[src/rtl/nibble_serial_adder_ctrl.sv]
// Wide unsigned adder that reuses one 4-bit adder (no carry-in), one nibble per pass, LSB first.
// Optional macro CARRY_SKIP_EN: skip the carry-fixup pass when the incoming carry is 0.
module bit4_adder (
  input  logic [3:0] a,
  input  logic [3:0] b,
  output logic [3:0] s,
  output logic       cout
);
  assign {cout, s} = {1'b0, a} + {1'b0, b};
endmodule

module nibble_serial_adder_ctrl #(
  parameter int NIBBLES = 4
) (
  input  logic                 CLK,
  input  logic                 RST,
  input  logic                 START,
  input  logic [4*NIBBLES-1:0] A,
  input  logic [4*NIBBLES-1:0] B,
  output logic                 BUSY,
  output logic                 DONE,
  output logic [4*NIBBLES-1:0] SUM,
  output logic                 COUT
);
  localparam int W     = 4 * NIBBLES;
  localparam int IDX_W = (NIBBLES > 1) ? $clog2(NIBBLES) : 1;

  typedef enum logic [1:0] {S_IDLE, S_ADD, S_INC} state_t;

  state_t             state_q, state_d;
  logic [W-1:0]       a_q, a_d, b_q, b_d, sum_q, sum_d;
  logic [IDX_W-1:0]   idx_q, idx_d;
  logic [3:0]         tmp_q, tmp_d;
  logic               carry_q, carry_d, c1_q, c1_d, cout_q, cout_d, done_q, done_d;

  logic [3:0]         a_nib, b_nib, add_a, add_b, add_s;
  logic               add_co, last;
  logic [W-1:0]       sum_wr;

  bit4_adder u_add (.a(add_a), .b(add_b), .s(add_s), .cout(add_co));

  assign last = (idx_q == IDX_W'(NIBBLES - 1));

  // Operand nibble select and SUM with the current nibble replaced by the adder output.
  always_comb begin
    a_nib  = 4'h0;
    b_nib  = 4'h0;
    sum_wr = sum_q;
    for (int i = 0; i < NIBBLES; i++) begin
      if (idx_q == IDX_W'(i)) begin
        a_nib            = a_q[4*i +: 4];
        b_nib            = b_q[4*i +: 4];
        sum_wr[4*i +: 4] = add_s;
      end
    end
  end

  always_comb begin
    add_a = a_nib;
    add_b = b_nib;
    if (state_q == S_INC) begin
      add_a = tmp_q;
      add_b = {3'b000, carry_q};
    end
  end

  always_comb begin
    state_d = state_q;
    a_d     = a_q;
    b_d     = b_q;
    sum_d   = sum_q;
    idx_d   = idx_q;
    tmp_d   = tmp_q;
    carry_d = carry_q;
    c1_d    = c1_q;
    cout_d  = cout_q;
    done_d  = 1'b0;
    case (state_q)
      S_IDLE: begin
        if (START) begin
          a_d     = A;
          b_d     = B;
          idx_d   = '0;
          carry_d = 1'b0;
          sum_d   = '0;
          cout_d  = 1'b0;
          state_d = S_ADD;
        end
      end
      S_ADD: begin
`ifdef CARRY_SKIP_EN
        if (!carry_q) begin
          sum_d   = sum_wr;
          carry_d = add_co;
          if (last) begin
            cout_d  = add_co;
            done_d  = 1'b1;
            state_d = S_IDLE;
          end else begin
            idx_d = idx_q + IDX_W'(1);
          end
        end else begin
          tmp_d   = add_s;
          c1_d    = add_co;
          state_d = S_INC;
        end
`else
        tmp_d   = add_s;
        c1_d    = add_co;
        state_d = S_INC;
`endif
      end
      S_INC: begin
        // Operand overflow and fixup overflow are mutually exclusive, so OR is exact.
        sum_d   = sum_wr;
        carry_d = c1_q | add_co;
        if (last) begin
          cout_d  = c1_q | add_co;
          done_d  = 1'b1;
          state_d = S_IDLE;
        end else begin
          idx_d   = idx_q + IDX_W'(1);
          state_d = S_ADD;
        end
      end
      default: state_d = S_IDLE;
    endcase
  end

  always_ff @(posedge CLK) begin
    if (RST) begin
      state_q <= S_IDLE;
      a_q     <= '0;
      b_q     <= '0;
      sum_q   <= '0;
      idx_q   <= '0;
      tmp_q   <= '0;
      carry_q <= 1'b0;
      c1_q    <= 1'b0;
      cout_q  <= 1'b0;
      done_q  <= 1'b0;
    end else begin
      state_q <= state_d;
      a_q     <= a_d;
      b_q     <= b_d;
      sum_q   <= sum_d;
      idx_q   <= idx_d;
      tmp_q   <= tmp_d;
      carry_q <= carry_d;
      c1_q    <= c1_d;
      cout_q  <= cout_d;
      done_q  <= done_d;
    end
  end

  assign BUSY = (state_q != S_IDLE);
  assign DONE = done_q;
  assign SUM  = sum_q;
  assign COUT = cout_q;
endmodule

[config.mk]
export PLATFORM = sky130hd
export DESIGN_NAME = nibble_serial_adder_ctrl
export DESIGN_NICKNAME = d
export VERILOG_FILES = /design/src/rtl/nibble_serial_adder_ctrl.sv
export SDC_FILE = /design/constraint.sdc
export NUM_CORES = 1
export LEC_CHECK = 0
export ABC_AREA = 0
export BUFFER_PORTS_ARGS = -buffer_cell sky130_fd_sc_hd__buf_2
export CORE_UTILIZATION = 40
export CTS_CLUSTER_DIAMETER = 40
export DETAILED_ROUTE_END_ITERATION = 7
export PLACE_DENSITY = 0.7
export SYNTH_ARGS = -nofsm -noshare
export SYNTH_HDL_FRONTEND = slang
export SYNTH_HIERARCHICAL = 1
export SYNTH_SLANG_ARGS = --single-unit
[constraint.sdc]
create_clock -name CLK -period 3.25 [get_ports CLK]
set_clock_uncertainty 0.2 [all_clocks]
set_input_delay 0.325 -clock CLK [delete_from_list [all_inputs] [get_ports CLK]]
set_output_delay 0.325 -clock CLK [all_outputs]
set_load 0.005 [all_outputs]
-- Word level (Yosys, flattened, before mapping)
Index checks and enable logic that the tools add are counted.
- bits in registers: 60
- bits of input ports: 35
- output and inout bits: 19
- word-level logic and storage cells: 67
- $add $sub $neg: 2
- equal/unequal tests: 11
- multiplexer cells: 27
- bitwise gates (word level): 2
- reductions and logical operators: 12
- operators with widths (cell ; number):
    two-way mux 4 bit ; 14
    case mux 16 bit (2 select lines) ; 1
    two-way mux 16 bit ; 1
    AND reduction 3 bit ; 5
    != test 2 bit, second input constant ; 6
    == test 2 bit, second input constant ; 3
    two-way mux 2 bit ; 3
    case mux 2 bit (3 select lines) ; 1
    adder 4 x 4 -> 5 bit ; 1
    == test 2 x 1 -> 1 bit, second input constant ; 2
    zero test 2 bit ; 2
    two-way mux 1 bit ; 4
    case mux 1 bit (2 select lines) ; 2
    case mux 2 bit (2 select lines) ; 1
    AND reduction 2 bit ; 2
    nonzero test 2 bit ; 2
    adder 2 x 1 -> 2 bit, second input constant ; 1
    OR reduction 2 bit ; 1
    inverter 1 bit ; 1
    bitwise OR 1 bit ; 1

-- Longest topological paths before layout
- depth in word-level cells: 10
- mapped depth: 15
- mapped depth without buffers: 14

-- Cells and area by module
The synthesis kept the hierarchy.
- modules (own cells, without submodules) (module ; times used ; cells each ; area an instance (um^2) ; seq. area each (um^2)):
    nibble_serial_adder_ctrl ; 1 ; 307 ; 2627.5 ; 1201.2
    bit4_adder ; 1 ; 16 ; 136.4 ; 0.0

-- Worst setup path after synthesis
OpenSTA, ideal clock, no wires.
- path type: flip-flop to flip-flop
- start point: reg idx_q[1]
- end point: reg cout_q (netlist: COUT)
- library setup time: 0.121 ns
- arrival: 2.420 ns
- data required time: 2.929 ns
- slack: 0.509 ns
- cell stages (with the launch flop): 16
- path buffers: 1
- clock period less this slack: 2.741 ns
- cell sequence: dfxtp_1 inv_1 ha_1 buf_2 and3b_1 a2111oi_0 o21ai_0 ha_1 inv_1 fa_1 nor2b_1 o21ai_0 nand2b_1 nor2_1 nor3_1 mux2_2
- longest elaborated chain between the ends: 10
- elaborated cells on any way between the ends: 20
- classes of those cells: add/sub: 1; eq/ne: 4; mux: 12; bitwise: 1; reduce/logical: 2
- RTL lines (element ; line ; source):
    start, declared ; 32 ; logic [IDX_W-1:0] idx_q, idx_d;
    start signal, assigned ; 147 ; idx_q <= idx_d;
    zero test 2 bit ; 50 ; if (idx_q == IDX_W'(i)) begin
    two-way mux 4 bit (3 in a row) ; 50 ;
    two-way mux 4 bit * ; 50 ;
    two-way mux 4 bit * ; 61 ; if (state_q == S_INC) begin
    net add_a[0] ; 36 ; logic [3:0] a_nib, b_nib, add_a, add_b, add_s;
    adder 4 x 4 -> 5 bit * ; 9 ; assign {cout, s} = {1'b0, a} + {1'b0, b};
    net add_co ; 37 ; logic add_co, last;
    bitwise OR 1 bit * ; 118 ; cout_d = c1_q | add_co;
    two-way mux 1 bit * ; 117 ; if (last) begin
    case mux 1 bit (2 select lines) * ; 78 ; case (state_q)
    end signal, assigned ; 151 ; cout_q <= cout_d;
    end, declared ; 34 ; logic carry_q, carry_d, c1_q, c1_d, cout_q, cout_d, done_q, done_d;
The timed path passes the listed nets; every way through them passes the cells marked *. The select of a mux whose other input is x is not followed.
A chain may end at the register's enable or synchronous reset.

-- Worst setup path after layout
- start point: reg idx_q[0]
- end point: reg cout_q (netlist: COUT)
The elaborated chain is that of the path after synthesis.

==> metrics <==
result of the run finished, final reports clean; Post-synth EDFFs 0; max incr delay on CP 420 ps; Reg area 1201 um2; peak supply drop 0.2964 mV; post-synth cell types 34; first-pass GRT wire length 10.63 mm; Filler Cell Count 603; Final setup viols 0; Non-Filler Instances 465; clock sinks 60; Vias/cell 5.116; Die X 85.13 um; final worst slack 237.7 ps; Avg Inst Size Synth 8.557 um2; Hold EP b_q[13]; area taken by multi-input logic gates 1500 um2; row cnt 29; slowest CP cell dfxtp_1; Die H 85.13 um; H-tree depth 3; commonest non-fill, non-tap cell in the layout nand2_1; largest net degree at the start of global routing 52; port bufs 53; GR Overflow Total 0; die area 7246 um2; PwrDens 496.3 nW/um2; CP arrival 3060 ps; DRC violations left 0; ys flop type dfxtp_1; most frequent cells in the layout nand2_1 (74), dfxtp_1 (60), buf_2 (53), a21oi_1 (34); Core ar. 6495 um2; Fin. Hold Viols 0; drt wl/cell 13.36 um; WHS Path Cells 3; CTS root buffer clkbuf_8; Seq/Total Area, Yosys 0.4346; WS Path Type flip-flop to flip-flop; top cells by area, synth dfxtp_1 (43%), nand2_1 (10%), mux2i_1 (7.6%); Placed Cells incl. Taps 437; CTS tree built; initial antenna violation count 0; initial core utilization 0.4255; crit-path leading delay family adder cells; pre-CTS WS 34.36 ps; Worst Setup Start Kind flip-flop; Reg-to-Reg End COUT; area delta synth->final 26.44%; routability cong. 0.8819; clk slew on worst S/H paths 60 ps; asr flop ratio synth 0; Worst-Skew Late Latency 350 ps; Synth Warn # 6; n_diodes 0; R2R Setup Slk 240 ps; reg-to-reg startpoint idx_q[0]; fmax 332.0 MHz; Final ANT Viol Nets 0; TritonCTS buffer count 9; number of DRC markers in iteration 0 69; worst slew pin tran 820.2 ps; Worst slew margin 0.4532; critical path depth in cells 14; Post-Syn Nets 367; Worst Path Required 3290 ps; Tcrit/Tclk final 0.9269; HP Start B[13]; num ports 54; Max Root-Sink Buffers 2; CP max FO 7; Hold Crit Class input pin to flip-flop; DR vias 2379; number of global-route vias before repair 2277; cell taking the most area after synthesis dfxtp_1; drt first pass iters 4; All-Layer GR Usage 0.1905; worst reg2reg path depth 14; Synth Instances 323; critical-path cell list inv_1 > ha_2 > nor4bb_2 > a2111oi_1 > o21ai_0 > ha_1 > inv_1 > fa_1 > nor2b_1 > o21ai_0 > nand2b_1 > nor2_1 > nor3_1 > mux2_2; maximum capacitance violations 0; nets 428; max-slew violations 0; share of cells above drive strength 1 0.2294; top-area cell type share of the netlist area 0.4346; minimum clock period 3012 ps; routed wire length 6.211 mm; synthesis-stage register bit count 60; CP Capture Type flip-flop; worst path bufs/invs 2; Pleak 1.552 nW; HPWL after DPL 4.323 mm; area of the mapped netlist 2764 um2
worst max path at each step:
stage	start	end	slack, ps
2_1_floorplan	idx_q[1]	COUT	510
3_3_place_gp	idx_q[0]	COUT	130
3_5_place_dp	idx_q[0]	COUT	30
4_1_cts	idx_q[0]	SUM[10]	10
5_1_grt	idx_q[0]	SUM[3]	-4
6_report	idx_q[0]	COUT	240
report_power, final:
part           total, mW  internal [mW]  leakage (nW)  switching [mW]
sequential         0.790          0.768         0.489          0.0218
combinational      0.212          0.101         0.954           0.112
clock              0.732          0.448         0.109           0.284
kinds of logic (layout without fill, tap and decap cells):
family / count (synthesis) / after routing / share of synthesized area
AND/OR/NAND/NOR: 134 / 134 / 0.2463
AO/OA/AOI/OAI: 65 / 65 / 0.1408
flip-flops: 60 / 60 / 0.4346
buffers and inverters: 31 / 96 / 0.04844
multiplexers: 22 / 22 / 0.08013
adder cells (fa/ha/maj): 9 / 9 / 0.04346
XOR/XNOR: 2 / 2 / 0.006339
synth_stat cells (2+ instances only):
library cell	number
clkbuf_1	12
a221oi_1	3
nand3b_1	4
and3b_1	5
nand3_1	4
a2111oi_0	5
a21o_1	5
nor2_1	7
xnor2_1	2
o21ai_0	12
inv_1	7
mux2i_1	21
o41ai_1	3
dfxtp_1	60
ha_1	8
nor4bb_1	5
a21oi_1	34
buf_2	11
nand2_1	74
nand2b_1	21
nor2b_1	7
cell type report:
cell class                      count  area share
Clock buffer                       11     0.04046
Clock inverter                      4     0.02112
Inverter                            7    0.007519
Multi-Input combinational cell    232      0.4293
Sequential cell                    60      0.3437
Tap cell                           77     0.02757
Timing Repair Buffer               74      0.1303
layer usage:
layer	vias to the layer above	track usage	part of all wire
met1	1074	0.2357	0.46
met5	-	0	0
met4	0	0.09553	0.026
met2	71	0.2918	0.46
met3	16	0.07004	0.055
li1	1218	-	-
worst register-to-register path: stages, from the launching register on:
cell and delay (ps):
dfxtp_1 420, inv_1 140, ha_2 260, nor4bb_2 190
a2111oi_1 300, o21ai_0 150, ha_1 220, inv_1 70
fa_1 200, nor2b_1 50, o21ai_0 150, nand2b_1 100
nor2_1 110, nor3_1 50, mux2_2 290
metrics by stage:
| step | hold WS [ps] | instance area, um2 | setup TNS (ps) | power, mW | utilization |
|---|---|---|---|---|---|
| floorplan | 231.2 | 2764 | 0 | 0.9389 | - |
| global placement | 241.2 | 3084 | 0 | 0.9964 | 0.4749 |
| detailed placement | 244.6 | 3084 | 0 | 1.000 | 0.4749 |
| CTS | 0.5475 | 3430 | 0 | 1.747 | 0.5280 |
| global route | 10.70 | 3495 | -7.014 | 1.813 | 0.5380 |
| finish | 11.74 | 3495 | 0 | 1.734 | 0.5380 |
what timing repair did:
action	CTS	global route
endpoints found under the setup margin	0	17
setup buffers	0	0
hold buffers	13	0
endpoints found under the hold margin	13	0
gates resized for setup	0	15
registers in the layout, summed over array words and instances, names as in the netlist:
register	flops
a_q	16
idx_q	2
state_q	2
DONE	1
b_q	16
COUT	1
carry_q	1
c1_q	1
tmp_q	4
SUM	16
No activity file was read; power rests on OpenSTA's default activity.
